$ cat src/rtl/ifq.sv
// ---------------------------------------------------------------------------
// ifq -- instruction fetch queue
//
// Issues sequential word fetches to memory and buffers the returned words,
// each tagged with its fetch address, in a small FIFO. The CPU fetch stage
// drains the FIFO with a valid/ready handshake. A redirect flushes the queue,
// reloads the fetch PC and discards responses still owed for requests issued
// before the redirect.
//
// Parameters
//   DEPTH      queue entries (power of two, 2..16)
//   RESET_PC   first fetch address after reset
//   MAX_OUTST  maximum granted-but-unanswered memory requests
//
// Ports
//   clk          in   clock, rising edge
//   rst          in   asynchronous reset, active low
//   mem_req      out  fetch request valid
//   mem_addr     out  fetch word address (bits [1:0] always 0)
//   mem_gnt      in   request accepted this cycle
//   mem_rvalid   in   response valid (responses return in request order)
//   mem_rdata    in   instruction word
//   instr_valid  out  queue head valid
//   instr        out  head instruction
//   instr_pc     out  address of the head instruction
//   instr_ready  in   consumer accepts the head this cycle
//   redirect     in   flush and refetch from redirect_pc
//   redirect_pc  in   new fetch address (bits [1:0] ignored)
//
// Configuration
//   IFQ_BYPASS_EN  when defined, a response arriving while the queue is empty
//                  (and no stale responses are being drained) is presented on
//                  instr/instr_valid in the same cycle.
// ---------------------------------------------------------------------------
module ifq #(
  parameter int          DEPTH     = 4,
  parameter logic [31:0] RESET_PC  = 32'h0000_3000,
  parameter int          MAX_OUTST = 2
) (
  input  logic        clk,
  input  logic        rst,
  output logic        mem_req,
  output logic [31:0] mem_addr,
  input  logic        mem_gnt,
  input  logic        mem_rvalid,
  input  logic [31:0] mem_rdata,
  output logic        instr_valid,
  output logic [31:0] instr,
  output logic [31:0] instr_pc,
  input  logic        instr_ready,
  input  logic        redirect,
  input  logic [31:0] redirect_pc
);

  localparam int AW = (DEPTH > 1) ? $clog2(DEPTH) : 1;
  localparam int CW = AW + 1;
  localparam int OW = (MAX_OUTST > 1) ? $clog2(MAX_OUTST + 1) : 1;

  localparam logic [1:0] S_FETCH = 2'd0;
  localparam logic [1:0] S_STALL = 2'd1;
  localparam logic [1:0] S_DRAIN = 2'd2;

  logic [1:0]    state, state_nxt;
  logic [31:0]   fpc;
  logic [CW-1:0] count, count_nxt;
  logic [OW-1:0] outst, outst_nxt;
  logic [OW-1:0] drop, drop_nxt;
  logic [AW-1:0] head, tail;

  logic [31:0]   q_data [DEPTH];
  logic [31:0]   q_pc   [DEPTH];

  logic          grant;
  logic          rsp;
  logic          push;
  logic          pop;
  logic          q_empty;
  logic [31:0]   rsp_pc;

  // Room for one more request: every queued word plus every word still owed
  // by memory must fit in the queue, and the outstanding limit must allow it.
  function automatic logic cap_ok(input logic [CW-1:0] c, input logic [OW-1:0] o);
    return ((32'(c) + 32'(o)) < 32'(DEPTH)) && (32'(o) < 32'(MAX_OUTST));
  endfunction

  assign grant   = mem_req & mem_gnt;
  // A response with nothing outstanding cannot belong to any request; ignore it
  // so the counters can never underflow.
  assign rsp     = mem_rvalid & (outst != '0);
  assign q_empty = (count == '0);

  // Outside DRAIN every outstanding request belongs to the current sequential
  // stream ending just below fpc, and memory answers in order, so the oldest
  // one (the one being answered now) sits outst words below fpc.
  assign rsp_pc  = fpc - (32'(outst) << 2);

  // mem_req is gated by the reset level so it stays low while reset is held.
  assign mem_req  = rst & (state == S_FETCH) & cap_ok(count, outst) & ~redirect;
  assign mem_addr = fpc;

`ifdef IFQ_BYPASS_EN
  logic bypass;

  // An empty queue forwards the arriving word directly; it is only written
  // into the queue if the consumer does not take it in the same cycle.
  always_comb begin
    bypass      = q_empty & (state != S_DRAIN) & rsp;
    instr_valid = ~redirect & (~q_empty | bypass);
    instr       = q_empty ? mem_rdata : q_data[head];
    instr_pc    = q_empty ? rsp_pc    : q_pc[head];
    push        = rsp & (state != S_DRAIN) & ~redirect & ~(bypass & instr_ready);
    pop         = instr_valid & instr_ready & ~q_empty;
  end
`else
  always_comb begin
    instr_valid = ~redirect & ~q_empty;
    instr       = q_data[head];
    instr_pc    = q_pc[head];
    push        = rsp & (state != S_DRAIN) & ~redirect;
    pop         = instr_valid & instr_ready;
  end
`endif

  // Occupancy and outstanding-request bookkeeping. A redirect empties the
  // queue outright; grants and responses are still counted that cycle.
  always_comb begin
    count_nxt = count;
    if (redirect) begin
      count_nxt = '0;
    end else begin
      case ({push, pop})
        2'b10:   count_nxt = count + 1'b1;
        2'b01:   count_nxt = count - 1'b1;
        default: count_nxt = count;
      endcase
    end

    outst_nxt = outst;
    case ({grant, rsp})
      2'b10:   outst_nxt = outst + 1'b1;
      2'b01:   outst_nxt = outst - 1'b1;
      default: outst_nxt = outst;
    endcase
  end

  // drop is loaded with the number of responses still owed after this cycle,
  // so a response arriving together with the redirect is already accounted
  // for. A redirect while draining reloads it the same way, which keeps the
  // existing drops counting.
  always_comb begin
    drop_nxt = drop;
    if (redirect) begin
      drop_nxt = outst_nxt;
    end else if ((state == S_DRAIN) && rsp && (drop != '0)) begin
      drop_nxt = drop - 1'b1;
    end
  end

  // FETCH/STALL are chosen from next-cycle occupancy so that FETCH always
  // means a request may be issued; STALL->FETCH therefore costs no bubble.
  always_comb begin
    state_nxt = state;
    if (redirect) begin
      if (drop_nxt != '0) state_nxt = S_DRAIN;
      else                state_nxt = cap_ok(count_nxt, outst_nxt) ? S_FETCH : S_STALL;
    end else begin
      case (state)
        S_DRAIN: begin
          if (drop_nxt == '0)
            state_nxt = cap_ok(count_nxt, outst_nxt) ? S_FETCH : S_STALL;
        end
        S_FETCH, S_STALL: begin
          state_nxt = cap_ok(count_nxt, outst_nxt) ? S_FETCH : S_STALL;
        end
        default: state_nxt = S_FETCH;
      endcase
    end
  end

  always_ff @(posedge clk or negedge rst) begin
    if (!rst) begin
      state <= S_FETCH;
      count <= '0;
      outst <= '0;
      drop  <= '0;
      fpc   <= RESET_PC & 32'hFFFF_FFFC;
    end else begin
      state <= state_nxt;
      count <= count_nxt;
      outst <= outst_nxt;
      drop  <= drop_nxt;
      if (redirect)
        fpc <= redirect_pc & 32'hFFFF_FFFC;
      else if (grant)
        fpc <= fpc + 32'd4;
    end
  end

  // Pointers wrap naturally because DEPTH is a power of two.
  always_ff @(posedge clk or negedge rst) begin
    if (!rst) begin
      head <= '0;
      tail <= '0;
    end else if (redirect) begin
      head <= '0;
      tail <= '0;
    end else begin
      if (push) tail <= tail + 1'b1;
      if (pop)  head <= head + 1'b1;
    end
  end

  // Storage carries no reset; entries are only read once count covers them.
  always_ff @(posedge clk) begin
    if (push) begin
      q_data[tail] <= mem_rdata;
      q_pc[tail]   <= rsp_pc;
    end
  end

endmodule

$ cat config.mk
export PLATFORM = sky130hd
export DESIGN_NAME = ifq
export DESIGN_NICKNAME = d
export VERILOG_FILES = /design/src/rtl/ifq.sv
export SDC_FILE = /design/constraint.sdc
export NUM_CORES = 1
export LEC_CHECK = 0
export BUFFER_PORTS_ARGS = -buffer_cell sky130_fd_sc_hd__buf_2
export CAP_MARGIN = 10
export CORE_ASPECT_RATIO = 1.1
export CORE_MARGIN = 2
export CORE_UTILIZATION = 59
export CTS_CLUSTER_SIZE = 14
export DETAILED_ROUTE_END_ITERATION = 8
export PLACE_DENSITY = 0.82
export SETUP_SLACK_MARGIN = 0.05
export SLEW_MARGIN = 20
export SYNTH_ARGS = -nofsm -noshare
export SYNTH_HDL_FRONTEND = slang
export SYNTH_SLANG_ARGS = --single-unit
$ cat constraint.sdc
create_clock -name clk -period 5.45 [get_ports clk]
set_input_delay 0.545 -clock clk [delete_from_list [all_inputs] [get_ports clk]]
set_output_delay 0.545 -clock clk [all_outputs]
set_load 0.02 [all_outputs]
Yosys cells after proc, flatten, opt, wreduce, memory -nomap -nowiden
Memory sizes are Yosys's and may differ from the RTL's.
Index checks and enable logic that the tools add are counted.
{"block": "classes", "add_sub_neg": 11, "multipliers": 0, "div": 0, "order_cmp": 4, "eq_ne": 8, "shifts": 0, "n_mux": 18, "n_bitwise": 11, "n_reduce_logical": 14}
{"cell": "32-bit 2-to-1 mux", "n": 2}
{"cell": "32-bit by 3-bit adder with 32-bit output, second input constant", "n": 1}
{"cell": "32-bit by 4-bit subtractor with 32-bit output", "n": 1}
{"cell": "2-bit 2-to-1 mux", "n": 9}
{"cell": "2-bit nonzero test", "n": 6}
{"cell": "1-bit AND", "n": 9}
{"cell": "3-bit by 2-bit adder with 4-bit output", "n": 2}
{"cell": "4-bit by 3-bit < comparator with 1-bit output, second input constant", "n": 2}
{"cell": "2-bit case mux with 2 select lines", "n": 2}
{"cell": "2-bit by 1-bit adder with 2-bit output, second input constant", "n": 3}
{"cell": "2-bit by 1-bit equality test with 1-bit output, second input constant", "n": 3}
{"cell": "2-bit equality test, second input constant", "n": 3}
{"cell": "3-bit case mux with 2 select lines", "n": 1}
{"cell": "1-bit logical AND", "n": 4}
{"cell": "2-bit zero test", "n": 2}
{"cell": "2-bit < comparator, second input constant", "n": 2}
{"cell": "2-bit by 1-bit subtractor with 2-bit output, second input constant", "n": 2}
{"cell": "3-bit by 1-bit adder with 3-bit output, second input constant", "n": 1}
{"cell": "3-bit zero test", "n": 1}
{"cell": "1-bit 2-to-1 mux", "n": 3}
{"cell": "3-bit 2-to-1 mux", "n": 1}
{"cell": "3-bit by 2-bit inequality test with 1-bit output, second input constant", "n": 1}
{"cell": "3-bit by 1-bit subtractor with 3-bit output, second input constant", "n": 1}
{"cell": "2-bit inequality test, second input constant", "n": 1}
{"cell": "other kinds (2)", "n": 3}
{"block": "word_totals", "register_bits": 45, "latchBits": 0, "ramBits": 256, "romBits": 0, "in_bits": 70, "output_inout_bits": 98, "n_memories": 2}
{"memory": "q_data", "depth": 4, "word_bits": 32, "rd": 1, "rd_ports_with_merged_regs": 0, "wr": 1, "line": "70", "source": "logic [31:0] q_data [DEPTH];"}
{"memory": "q_pc", "depth": 4, "word_bits": 32, "rd": 1, "rd_ports_with_merged_regs": 0, "wr": 1, "line": "71", "source": "logic [31:0] q_pc [DEPTH];"}

Longest topological paths before layout
{"block": "depth", "word_depth": 15, "mapped_depth": 13, "ltp_nobuf": 12}

Worst setup path after synthesis
OpenSTA, ideal clock, no wires.
{"block": "synth_path", "path_kind": "input-to-reg", "from": "input redirect", "to": "register state[0]", "setup_time_ns": 0.120, "t_arrival_ns": 3.467, "slack_ns": 1.863, "cell_stages": 13, "path_buffers": 2, "path_cell_list": "clkbuf_1 or4_1 nor3_2 inv_1 clkbuf_1 ha_1 xnor2_1 nor2_1 xnor2_1 ha_1 and3_1 or4_1 o211a_1"}
{"block": "synth_via", "word_cells_on_any_way": 26}
{"element": "start: declaration", "line": "51", "source": "input logic redirect,"}
{"element": "1-bit NOT (*)", "line": "98", "source": "assign mem_req = rst & (state == S_FETCH) & cap_ok(count, outst) & ~redirect;"}
{"element": "1-bit AND (*)", "line": "98"}
{"element": "1-bit AND (*)", "line": "86", "source": "assign grant = mem_req & mem_gnt;"}
{"element": "2-bit by 1-bit equality test with 1-bit output or 2-bit equality test (tied branches)", "line": "139", "source": "case ({grant, rsp})"}
{"element": "2-bit case mux with 2 select lines (*)", "line": "139"}
{"element": "net outst_nxt[1]", "line": "66", "source": "logic [OW-1:0] outst, outst_nxt;"}
{"element": "3-bit by 2-bit adder with 4-bit output", "line": "83", "source": "return ((32'(c) + 32'(o)) < 32'(DEPTH)) && (32'(o) < 32'(MAX_OUTST));"}
{"element": "4-bit by 3-bit < comparator with 1-bit output", "line": "83"}
{"element": "1-bit logical AND", "line": "83"}
{"element": "1-bit 2-to-1 mux", "line": "165, 170, 173"}
{"element": "2-bit 2-to-1 mux", "line": "169", "source": "if (drop_nxt == '0)"}
{"element": "2-bit case mux with 2 select lines", "line": "167", "source": "case (state)"}
{"element": "2-bit 2-to-1 mux", "line": "163", "source": "if (redirect) begin"}
{"element": "end signal: assignment", "line": "188", "source": "state <= state_nxt;"}
{"element": "end: declaration", "line": "63", "source": "logic [1:0] state, state_nxt;"}
Mark *: on every way through the listed nets, which the timed path passes. The rest lies on a longest branch. The select of a mux whose other input is x is not followed.
A chain may end at the register's enable or synchronous reset.

Final worst setup path
{"block": "layout_path", "from": "register outst[1]", "to": "register state[0]"}
{"block": "layout_via", "elab_chain_cells": 15, "word_cells_on_any_way": 36}
{"element": "start: declaration", "line": "66"}
{"element": "start signal: assignment", "line": "190", "source": "outst <= outst_nxt;"}
{"element": "3-bit by 2-bit adder with 4-bit output", "line": "83"}
{"element": "4-bit by 3-bit < comparator with 1-bit output", "line": "83"}
{"element": "1-bit logical AND", "line": "83"}
{"element": "1-bit AND (2 in series)", "line": "98"}
{"element": "1-bit AND", "line": "86"}
{"element": "2-bit by 1-bit equality test with 1-bit output or 2-bit equality test (tied branches)", "line": "139"}
{"element": "2-bit case mux with 2 select lines (*)", "line": "139"}
{"element": "net outst_nxt[1]", "line": "66"}
{"element": "3-bit by 2-bit adder with 4-bit output", "line": "83"}
{"element": "4-bit by 3-bit < comparator with 1-bit output", "line": "83"}
{"element": "1-bit logical AND", "line": "83"}
{"element": "1-bit 2-to-1 mux", "line": "165, 170, 173"}
{"element": "2-bit 2-to-1 mux", "line": "169"}
{"element": "2-bit case mux with 2 select lines", "line": "167"}
{"element": "2-bit 2-to-1 mux", "line": "163"}
Marks and branches as above.

==> impl_metrics.py <==
metrics = {
    "status": {
        "run_status": "finished clean",
    },
    "sta": {
        "max_slew.worst_pin.slew_ns": 1.06,
        "max_freq_mhz": 258,
        "min_period_over_period_pct": 71.0,
        "setup-tns-final_ns": 0,
        "finalClockSkew_ns": 0.0167,
        "slew_viol_final": 0,
        "hold_viol": 0,
        "rsz0062_at_grt": "false",
        "min_period_ns": 3.87,
        "finalSetupViolations": 0,
        "worst_slew_margin_relative_to_its_limit_pct": 28.7,
        "hold_ws_ns": 0.102,
    },
    "finish": {
        "layout.nets": 984,
        "n_antenna_cell": 0,
        "filler_cell_count": 1309,
        "area.growth.synth_to_final_pct": 16.9,
        "layoutNonFillerInstCount": 1178,
        "final_util_pct": 69.9,
        "final_layout_size_suffix_gt1_share_pct": 31.8,
        "final_design_area_no_fill_um2": 14300,
    },
    "detailed_routing": {
        "route.detailed.drc": 0,
        "vias_per_cell": 6.06,
        "detail_route.wl_per_cell_um": 20.8,
        "routed_wl_mm": 24.5,
        "dr.first_iter.drc_count": 517,
        "total_via_count_in_the_routed_design": 7136,
        "postRouteAntennaNets": 0,
        "drt-pass1-iter-count": 5,
    },
    "global_route": {
        "globalRouteTotalUtil_pct": 22.7,
        "grt_start_max_net_pins": 64,
        "grt_antenna_before_repair": 0,
        "grt_first_pass_wirelength_mm": 38.6,
        "globalRouteOverflowTotal": 0,
        "first_global_vias": 7218,
    },
    "placed_design": {
        "placed_instance_area_um2": 13300,
        "port-buffer-count": 161,
        "dpl.hpwl_mm": 15.7,
        "dp_cells": 1126,
        "routabilityCongestion": 0.859,
    },
    "cts": {
        "ctsRootBufferMaster": "sky130_fd_sc_hd__clkbuf_16",
        "clk_pin_slew_ns": 0.06,
        "clkSinkCount": 291,
        "cts_tree": "built",
        "cts_hold_buf": 0,
        "insertion_delay_ns": 0.54,
        "post-cts-setup-buffers": 0,
        "cts_buffers": 28,
        "htree_levels": 1,
        "cts_buffer_depth": 3,
        "post_cts.resized_instances": 0,
    },
    "pwr": {
        "combinationalPowerShare_pct": 19.1,
        "power_switching_uw": 1660,
        "power_density_nw_per_um2": 431,
        "switching_share_pct": 26.9,
        "cellLeakagePower_uw": 0.00509,
        "clock_power_share_pct": 34.7,
        "power.share.sequential_pct": 46.2,
        "ir_worst_vdd_mv": 0.289,
        "intPower_uw": 4520,
    },
    "floorplanning": {
        "core_area_um2": 20500,
        "die_w_um": 141,
        "placement_rows": 55,
        "floorplan.die.height_um": 155,
        "io_pins": 168,
        "die_area_um2": 22000,
        "starting_density_of_the_core_pct": 59.8,
    },
    "synth": {
        "synthesis.yosys.warnings": 0,
        "synth_cell_type_count": 50,
        "synth-edff-count": 248,
        "synth_top_flop_cell": "sky130_fd_sc_hd__edfxtp_1",
        "yosysSeqAreaShare_pct": 69.5,
        "synth_cells": 743,
        "syn_area_um2": 12300,
        "async_flop_share_pct": 14.8,
        "synthesis.area_per_instance_um2": 16.5,
        "ys_ff_latch": 291,
    },
    "worst_setup_path": {
        "worst_path_largest_cell_delay_ns": 0.49,
        "critical_path.endpoint_type": "register",
        "critical_path.startpoint_type": "register",
        "path_class": "reg -> reg",
        "rr_endpoint": "state[0]",
        "reg2reg_setup_slack_ns": 1.58,
        "worst_path_most_repeated_cell": "sky130_fd_sc_hd__ha_1",
        "worst_r2r_startpoint": "outst[1]",
        "critical-path-slowest-cell": "sky130_fd_sc_hd__or4bb_1",
        "crit_path_cell_trace": "ha_1, or4bb_1, nor3_2, buf_4, inv_1, ha_1, xnor2_1, nor2_1, xnor2_1, ha_1, and3_1, or4_1, o211a_1",
        "crit_required_ns": 5.87,
        "path_max_fanout": 25,
        "rr_worst_depth": 13,
        "worstSetupStartpoint": "outst[1]",
        "wp_data_arrival_ns": 4.29,
    },
    "hold_path": {
        "hold_path_class": "in -> async",
    },
    "run": {
        "max_cap_viol_count": 0,
    },
}
routing by layer:
metal	wire, um	vias to the layer above	global-route usage (%)
met2	12100	321	38.2
met5	0	-	0
met1	10000	3542	31.5
li1	-	3218	-
met4	563	0	6.38
met3	1830	55	3.72
power by group through the flow:
stage,clock network [uW],logic [uW],registers (uW)
floorplan,0,879,2810
global placement,0,1170,2890
detailed placement,0,1190,2900
CTS,2180,1190,2860
global route,2270,1290,2880
finish,2140,1180,2850
per-stage QoR:
step	worst slack, ns	power (uW)
finish	1.58	6180
global route	1.21	6440
CTS	1.58	6230
detailed placement	1.58	4090
global placement	1.58	4060
floorplan	1.86	3690
cells by family (layout without fill, tap and decap cells):
kind of cell | count (synthesis) | count (layout) | share of synthesized area (%)
DFF | 291 | 291 | 69.5
and+or+nand+nor | 192 | 192 | 8.23
AOI/OAI and AO/OA | 68 | 68 | 3.58
buffers and inverters | 68 | 244 | 2.26
muxes | 65 | 65 | 11.6
xor gates and xnor gates | 44 | 44 | 3.20
adders and majority gates | 14 | 14 | 1.55
other | 1 | 4 | 0.0306
critical path: cells and delay by family, from the launching register on:
family | cells | cell delay [ns]
AOI/OAI and AO/OA | 1 | 0.14
buffers and inverters | 2 | 0.62
DFF | 1 | 0.47
xor gates and xnor gates | 2 | 0.44
and+or+nand+nor | 5 | 1.20
adders and majority gates | 3 | 0.90
worst max-delay path by stage:
stage / to / slack, ns / cells past startpoint
2_1_floorplan: state[0] / 1.86 / 13
5_1_grt: state[0] / 1.21 / 13
3_3_place_gp: state[0] / 1.58 / 13
3_5_place_dp: state[0] / 1.58 / 13
6_report: state[0] / 1.58 / 13
4_1_cts: state[0] / 1.58 / 13
synth_stat cells, drive strengths merged, types with 10 or more instances:
cell type  instances  area (um^2)
edfxtp           248         7450
mux4              62         1400
nand2             45          169
dfrtp             41         1030
o21ai             32          160
clkbuf            30          113
nor2              29          109
nor3              24          125
xnor2             23          209
xor2              21          184
inv               20         75.1
buf               18         90.1
nor4              15         93.8
nand3             14         70.1
ha                12          150
or4               11         90.1
nor2b             10         62.6
layout make-up:
cell class	instances	area [um^2]	share of cell area, %
repair buffers	172	888	6.19
clock inverters	14	244	1.70
well taps	256	320	2.23
flip-flops and latches	291	8530	59.5
multi-input cells	387	3490	24.3
inverters	20	75.1	0.523
clock buffers	38	800	5.57
layout by cell type (no fill, tap or decap), types with 12 or more instances in the layout:
cell and count:
sky130_fd_sc_hd__nor2_1 29, sky130_fd_sc_hd__mux4_2 62, sky130_fd_sc_hd__xnor2_1 22, sky130_fd_sc_hd__ha_1 12, sky130_fd_sc_hd__nor4_1 14, sky130_fd_sc_hd__nand2_1 45
sky130_fd_sc_hd__o21ai_0 32, sky130_fd_sc_hd__inv_1 20, sky130_fd_sc_hd__dfrtp_1 39, sky130_fd_sc_hd__nor3_1 23, sky130_fd_sc_hd__edfxtp_1 248, sky130_fd_sc_hd__buf_2 161
sky130_fd_sc_hd__xor2_1 21, sky130_fd_sc_hd__clkbuf_16 29, sky130_fd_sc_hd__nand3_1 14
flip-flops by register name (all words and copies together) (netlist names):
name      flops
count         3
outst         2
q_pc        120
head          2
mem_addr     30
tail          2
drop          2
state         2
q_data      128
(Power assumes the default switching activity.)
